## config.mk

```make
export PLATFORM = sky130hd
export DESIGN_NAME = mic_capture_ctrl
export DESIGN_NICKNAME = d
export VERILOG_FILES = /design/src/rtl/mic_capture_ctrl.sv
export SDC_FILE = /design/constraint.sdc
export NUM_CORES = 1
export LEC_CHECK = 0
export CORE_UTILIZATION = 30
export DETAILED_ROUTE_END_ITERATION = 16
export GPL_ROUTABILITY_DRIVEN = 0
export GPL_TIMING_DRIVEN = 0
export PLACE_DENSITY_LB_ADDON = 0.15
export SLEW_MARGIN = 20
export SYNTH_ARGS = -nofsm -noshare
export SYNTH_HDL_FRONTEND = slang
export SYNTH_SLANG_ARGS = --single-unit
```

## constraint.sdc

```tcl
create_clock -name clk -period 9.1 [get_ports clk]
set_input_delay 2.73 -clock clk [delete_from_list [all_inputs] [get_ports clk]]
set_output_delay 2.73 -clock clk [all_outputs]
set_load 0.01 [all_outputs]
```

## src/rtl/mic_capture_ctrl.sv

```systemverilog
// PDM microphone capture sequencer: generates M_CLK, discards a warm-up interval,
// packs 16 PDM bits MSB-first per word and writes them to a word-addressed buffer.
module mic_capture_ctrl #(
    parameter int unsigned CLK_DIV      = 42,
    parameter int unsigned WARMUP_TICKS = 4096,
    parameter int unsigned ADDR_W       = 14
) (
    input  logic              clk,
    input  logic              reset,
    input  logic              start,
    input  logic              stop,
    input  logic              M_DATA,
    output logic              M_CLK,
    output logic              M_LRSEL,
    output logic              mem_we,
    output logic [ADDR_W-1:0] mem_addr,
    output logic [15:0]       mem_wdata,
    output logic              busy,
    output logic              done,
    output logic [ADDR_W:0]   word_count
);

    localparam int unsigned DIV_W  = $clog2(CLK_DIV);
    localparam int unsigned WARM_W = $clog2(WARMUP_TICKS + 1);

    localparam logic [DIV_W-1:0]  DIV_LAST  = DIV_W'(CLK_DIV - 1);
    localparam logic [DIV_W-1:0]  DIV_HALF  = DIV_W'(CLK_DIV / 2);
    localparam logic [DIV_W-1:0]  DIV_ONE   = DIV_W'(1);
    localparam logic [WARM_W-1:0] WARM_LAST = WARM_W'(WARMUP_TICKS - 1);
    localparam logic [WARM_W-1:0] WARM_ONE  = WARM_W'(1);
    localparam logic [ADDR_W-1:0] ADDR_ONE  = ADDR_W'(1);
    localparam logic [ADDR_W:0]   WC_ONE    = (ADDR_W + 1)'(1);

    localparam logic [1:0] IDLE   = 2'd0;
    localparam logic [1:0] WARMUP = 2'd1;
    localparam logic [1:0] RECORD = 2'd2;
    localparam logic [1:0] DONE   = 2'd3;

    logic [1:0]        state;
    logic [DIV_W-1:0]  div_cnt;
    logic [DIV_W-1:0]  div_next;
    logic [WARM_W-1:0] warm_cnt;
    logic [3:0]        bit_cnt;
    logic [15:0]       sreg;
    logic              stop_pend;
    logic              tick;
    logic              full;

    assign tick     = (div_cnt == DIV_LAST);
    assign div_next = tick ? '0 : div_cnt + DIV_ONE;
    assign full     = (mem_addr == '1);

    assign M_LRSEL = 1'b0;
    assign busy    = (state == WARMUP) || (state == RECORD);
    assign done    = (state == DONE);

    always_ff @(posedge clk or posedge reset) begin
        if (reset) begin
            state      <= IDLE;
            div_cnt    <= '0;
            warm_cnt   <= '0;
            bit_cnt    <= '0;
            sreg       <= '0;
            stop_pend  <= 1'b0;
            M_CLK      <= 1'b0;
            mem_we     <= 1'b0;
            mem_addr   <= '0;
            mem_wdata  <= '0;
            word_count <= '0;
        end else begin
            mem_we <= 1'b0;
            case (state)
                IDLE: begin
                    M_CLK   <= 1'b0;
                    div_cnt <= '0;
                    if (start) begin
                        state      <= WARMUP;
                        M_CLK      <= 1'b1;
                        warm_cnt   <= '0;
                        bit_cnt    <= '0;
                        sreg       <= '0;
                        stop_pend  <= 1'b0;
                        mem_addr   <= '0;
                        word_count <= '0;
                    end
                end
                WARMUP: begin
                    div_cnt <= div_next;
                    M_CLK   <= (div_next < DIV_HALF);
                    if (stop) begin
                        state <= DONE;
                        M_CLK <= 1'b0;
                    end else if (tick) begin
                        if (warm_cnt == WARM_LAST)
                            state <= RECORD;
                        else
                            warm_cnt <= warm_cnt + WARM_ONE;
                    end
                end
                RECORD: begin
                    div_cnt <= div_next;
                    M_CLK   <= (div_next < DIV_HALF);
                    if (stop)
                        stop_pend <= 1'b1;
                    if (tick) begin
                        sreg    <= {sreg[14:0], M_DATA};
                        bit_cnt <= bit_cnt + 4'd1;
                        if (bit_cnt == 4'd15) begin
                            mem_we    <= 1'b1;
                            mem_wdata <= {sreg[14:0], M_DATA};
                        end
                    end
                    // Bookkeeping happens in the write cycle itself; a stop seen
                    // here (or earlier) ends the capture after this word.
                    if (mem_we) begin
                        word_count <= word_count + WC_ONE;
                        if (!full)
                            mem_addr <= mem_addr + ADDR_ONE;
                        if (stop_pend || stop || full) begin
                            state <= DONE;
                            M_CLK <= 1'b0;
                        end
                    end
                end
                default: begin
                    state   <= IDLE;
                    M_CLK   <= 1'b0;
                    div_cnt <= '0;
                end
            endcase
        end
    end

endmodule

```

# Word-level counts from Yosys, hierarchy flattened
# Index checks and enable logic that the tools add are counted.
# word_totals
in_bits	5
out_inout_bits	50
register_bits	88
# op_classes
eq_ne	18
add_sub_neg	5
n_mux	38
reduce_logical	14
n_lt_le_gt_ge	1
# ops
cell	n
2-to-1 mux 15 bit	4
one-hot mux 15 bit (2 select lines)	2
2-to-1 mux 13 bit	4
2-to-1 mux 14 bit	3
one-hot mux 14 bit (2 select lines)	1
one-hot mux 13 bit (2 select lines)	1
inequality test 2 bit, second input constant	8
adder 15 x 1 -> 15 bit, second input constant	1
adder 14 x 1 -> 14 bit, second input constant	1
== test 14 bit, second input constant	1
adder 13 x 1 -> 13 bit, second input constant	1
== test 13 x 12 -> 1 bit, second input constant	1
2-to-1 mux 2 bit	6
2-to-1 mux 6 bit	2
AND reduction 3 bit	4
AND reduction 5 bit	2
2-to-1 mux 1 bit	9
2-to-1 mux 4 bit	2
one-hot mux 4 bit (2 select lines)	1
adder 6 x 1 -> 6 bit, second input constant	1
== test 6 bit, second input constant	1
less-than comparator 6 x 5 -> 1 bit, second input constant	1
one-hot mux 2 bit (3 select lines)	1
adder 4 x 1 -> 4 bit, second input constant	1
other kinds (13)	17

# Logic depth before layout (Yosys ltp)
# Gate-level depths: netlist (run 1).
# depth
ltp_word	6
depth_mapped	8

# Worst setup path before layout (run 1)
# No wires, ideal clock.
# synth_path
path_kind	input -> register
startpoint	input start
endpoint	register warm_cnt[7]
required_ps	9023
stages	5
n_path_buf	0
setup_ps	77
setup_slack_ps	4997
arrival_ps	4026
path_cell_list	and2b_4 a211oi_4 nand4_4 or4b_1 a21oi_1
# synth_between
elab_chain_cells	2
# synth_lines
element	line	rtl
start: declaration	10	input logic start,
inequality test 2 bit (no line)	-	
AND reduction 5 bit (no line)	-	
end signal: assignment	97	warm_cnt <= warm_cnt + WARM_ONE;
end: declaration	42	logic [WARM_W-1:0] warm_cnt;
# No other way between the ends.
# A chain may end at the register's enable or synchronous reset.

# Worst setup path after layout (run 1)
# Ends and elaborated chain as after synthesis.

==> impl_metrics.yaml, run 1 <==
yosys:
  yosys.area.top_type: "dfrtp_1"
  synth_edf_count: 0
  synth_top_family_by_area: "simple AND/OR/NAND/NOR gates"
  synth-simple-area-share_pct: 19.8
  postSynth.asyncResetShare_pct: 100
  synthXorXnorAreaFrac_pct: 5.97
  synth_mux_area_share_pct: 6.00
  synth_cells: 390
  syn_area_sq_mm: 0.00425
  yosys.area.top_type_share_pct: 51.8
  ys_ff_latch: 88
  synth-seq-area-share_pct: 51.8
  yosysWarnings: 0
  synthAdderAreaFrac_pct: 2.94
  syn_nets: 405
  yosysUniqueCellTypes: 54
  synth_compound_area_share_pct: 11.2
  syn_avg_cell_area_sq_um: 10.9
  synthFlopType: "dfrtp_1"
  yosys-top-cells-area: "dfrtp_1 52%, mux2_2 5.3%, nor2_1 3.7%"
power_and_ir_drop:
  powerDensity_mw_per_mm2: 218
  power_mw: 1.17
  leakagePower_nw: 2.35
  ir_worst_vdd_mv: 0.106
clock_tree:
  cts_resized: 0
  cts.sinks: 88
  cts_tree: "built"
  cts_root_buf: "clkbuf_16"
  h-tree-depth: 3
  holdBufCountCts: 0
  path_clk_slew_ns: 0.07
  clk_path_buf_depth: 2
  cts_buffers: 9
  insertion_delay_ns: 0.35
  post_cts_buffers: 0
finish:
  multiInputGateArea_sq_mm: 0.00196
  regArea_sq_mm: 0.00220
  filler_cell_count: 1388
  nNetsFinal: 470
  area_delta_synth_final_pct: 26.1
  drive_above_1_share_pct: 13.0
  antennaDiodeCount: 0
critical_path:
  cp_max_fo: 10
  worst_setup_path_end_kind: "register"
  cp_num_buf_inv: 1
  crit_family: "simple AND/OR/NAND/NOR gates"
  critPathSlowestCell: "clkdlybuf4s50_1"
  startpoint_type: "primary input"
  r2r_setup_slack_ns: 6.68
  cp.required_ns: 9.38
  crit_chain: "clkdlybuf4s50_1 -> and2b_4 -> a211oi_4 -> nand4_4 -> or4b_1 -> a21oi_1"
  reg2regPathDepth: 6
  r2r_end: "word_count[11]"
  crit_type: "primary input to register"
  rr_startpoint: "state[0]"
  worstPathArrival_ns: 4.79
  critPathMaxStageDelay_ns: 0.57
global_route:
  grt_usage_pct: 13.6
  grt_use_met3_pct: 4.61
  grt_use_met1_pct: 18.0
  grt_pass1_vias: 3026
  grt-ovfl-total: 0
  busiest_layer: "met2"
  grt_pass1_wl_microns: 15400
  grt_max_degree: 54
  antenna_found_initial: 0
  use_met2_pct: 20.8
run:
  drv_cap: 0
timing:
  finalHoldViolCount: 0
  final.period_utilization_pct: 49.5
  max_slew_margin_pct: 48.0
  rsz0062_at_grt: "false"
  worst_slew_pin_slew_ns: 0.777
  min_period_ns: 4.51
  drv_slew: 0
  max_freq_ghz: 0.222
  final.setup_skew_ns: 0.00866
  setup-violations-final: 0
  tns_ns: 0
route:
  initialDrtViolationCount: 183
  wire_per_inst_microns: 13.9
  vias: 3135
  drt_wl_total_microns: 8900
  post-route-drc-count: 0
  vias_per_cell: 4.90
  ant_nets: 0
  firstDrtPassIters: 4
placed_design:
  dpl.hpwl_microns: 6290
  port_buffers: 53
hold_path:
  min_path_cells: 1
  hold_class: "register to register"
  worstHoldEndpoint: "mem_wdata[13]"
  min_from: "mem_wdata[13]"
floorplanning:
  die_area_sq_mm: 0.0147
  initial_core_util_pct: 30.6
  core_sq_mm: 0.0139
  die_h_microns: 121
  ios: 55
  num_rows: 43
  die_w_microns: 121
run_status:
  outcome: "completed"
cell families (layout without fill, tap and decap cells):
| family | after synthesis | in the layout |
|---|---|---|
| buf+inv | 20 | 90 |
| flops | 88 | 88 |
| fa+ha+maj | 10 | 10 |
| other cells | 1 | 1 |
| xor+xnor | 29 | 29 |
| mux | 23 | 23 |
| compound gates | 69 | 69 |
| simple gates | 150 | 150 |
layout by cell type, fill, tap and decap left out, types with 10 or more instances in the layout:
cell	n
dfrtp_1	88
nand4_1	11
ha_1	10
a21oi_1	17
nand3_1	18
mux2_2	20
nor2_1	42
clkdlybuf4s50_1	53
nand2_1	23
o21ai_0	18
xor2_1	14
xnor2_1	15
a22o_1	16
cell usage after synthesis, drive strengths merged, types with 2 or more instances:
cell and number:
dfrtp 88, nor2 42, nand2 23, mux2 20
nand3 19, o21ai 19, a21oi 17, a22o 16
xnor2 15, xor2 14, nand4 12, ha 10
nor3 10, and3 9, inv 9, or3 8
and4 7, buf 7, a211oi 4, clkbuf 4
and2 3, mux2i 3, o31ai 3, a32o 2
nand2b 2, nand3b 2, nor2b 2, nor4b 2
o311ai 2, or4 2
report_power, final:
part | total [mW] | internal, mW | switching [mW]
Combinational | 0.310 | 0.124 | 0.186
Sequential | 0.455 | 0.420 | 0.0347
Clock | 0.403 | 0.248 | 0.156
Total | 1.17 | 0.791 | 0.377
final cells by class:
type                       count  area share [%]
buffer                        11            1.14
clock inverter                 5            1.49
tap                          180            4.20
timing repair buffer          54            10.4
sequential                    88            41.1
inverter                       9           0.723
multi-input combinational    282            36.5
clock buffer                  11            4.53
worst max-delay path by stage:
| stage | from | end | slack (ns) | cells past startpoint |
|---|---|---|---|---|
| after global routing | start | mem_addr[9] | 4.42 | 5 |
| after global placement | reset | mem_addr[5] | 2.56 | 2 |
| after CTS | start | mem_addr[11] | 4.56 | 5 |
| after detailed placement | start | word_count[11] | 4.20 | 5 |
| final | start | warm_cnt[7] | 4.59 | 6 |
| after floorplan | reset | M_CLK | 4.09 | 1 |
metrics by stage:
step	hold slack (ns)	cells	worst slack, ns	util, %	cell area, sq um
after floorplan	0.469	390	4.09	-	4250
after detailed placement	0.492	624	4.20	36.3	5040
final	0.511	640	4.59	38.6	5360
after global placement	0.492	623	2.56	36.1	5010
after CTS	0.515	640	4.56	38.6	5360
after global routing	0.525	640	4.42	38.6	5360
registers in the layout (all words and copies together), names as in the netlist:
register    flops
sreg           15
state           2
M_CLK           1
warm_cnt       13
word_count     15
bit_cnt         4
stop_pend       1
div_cnt         6
mem_wdata      16
mem_we          1
mem_addr       14
metal layers:
layer	share of wire, %	up-vias
met4	1.3	0
met1	49	1529
met3	4.0	9
met2	46	58
li1	-	1539
met5	0	-
worst register-to-register path, stage by stage (launching register included):
cell	delay, ns
dfrtp_1	0.41
inv_1	0.08
ha_1	0.28
clkbuf_1	0.29
nor2_1	0.68
clkbuf_1	0.45
nor2_1	0.11
(Power assumes the default switching activity.)
==> inputs of run 2 (changes only) <==
==> constraint.sdc (replaced) <==
create_clock -name clk -period 4.3 [get_ports clk]
set_input_delay 1.29 -clock clk [delete_from_list [all_inputs] [get_ports clk]]
set_output_delay 1.29 -clock clk [all_outputs]
set_load 0.01 [all_outputs]
==> results of run 2 <==
Same layout as run 1 (identical final DEF). Status: completed.
Main changes from that run: setup slack after placement 4.20 ns -> 0.837 ns; setup slack after layout 4.59 ns -> 1.23 ns; register-to-register setup slack 6.68 ns -> 1.88 ns; total power 1.17 mW -> 2.47 mW; worst IR drop on VDD 0.106 mV -> 0.225 mV
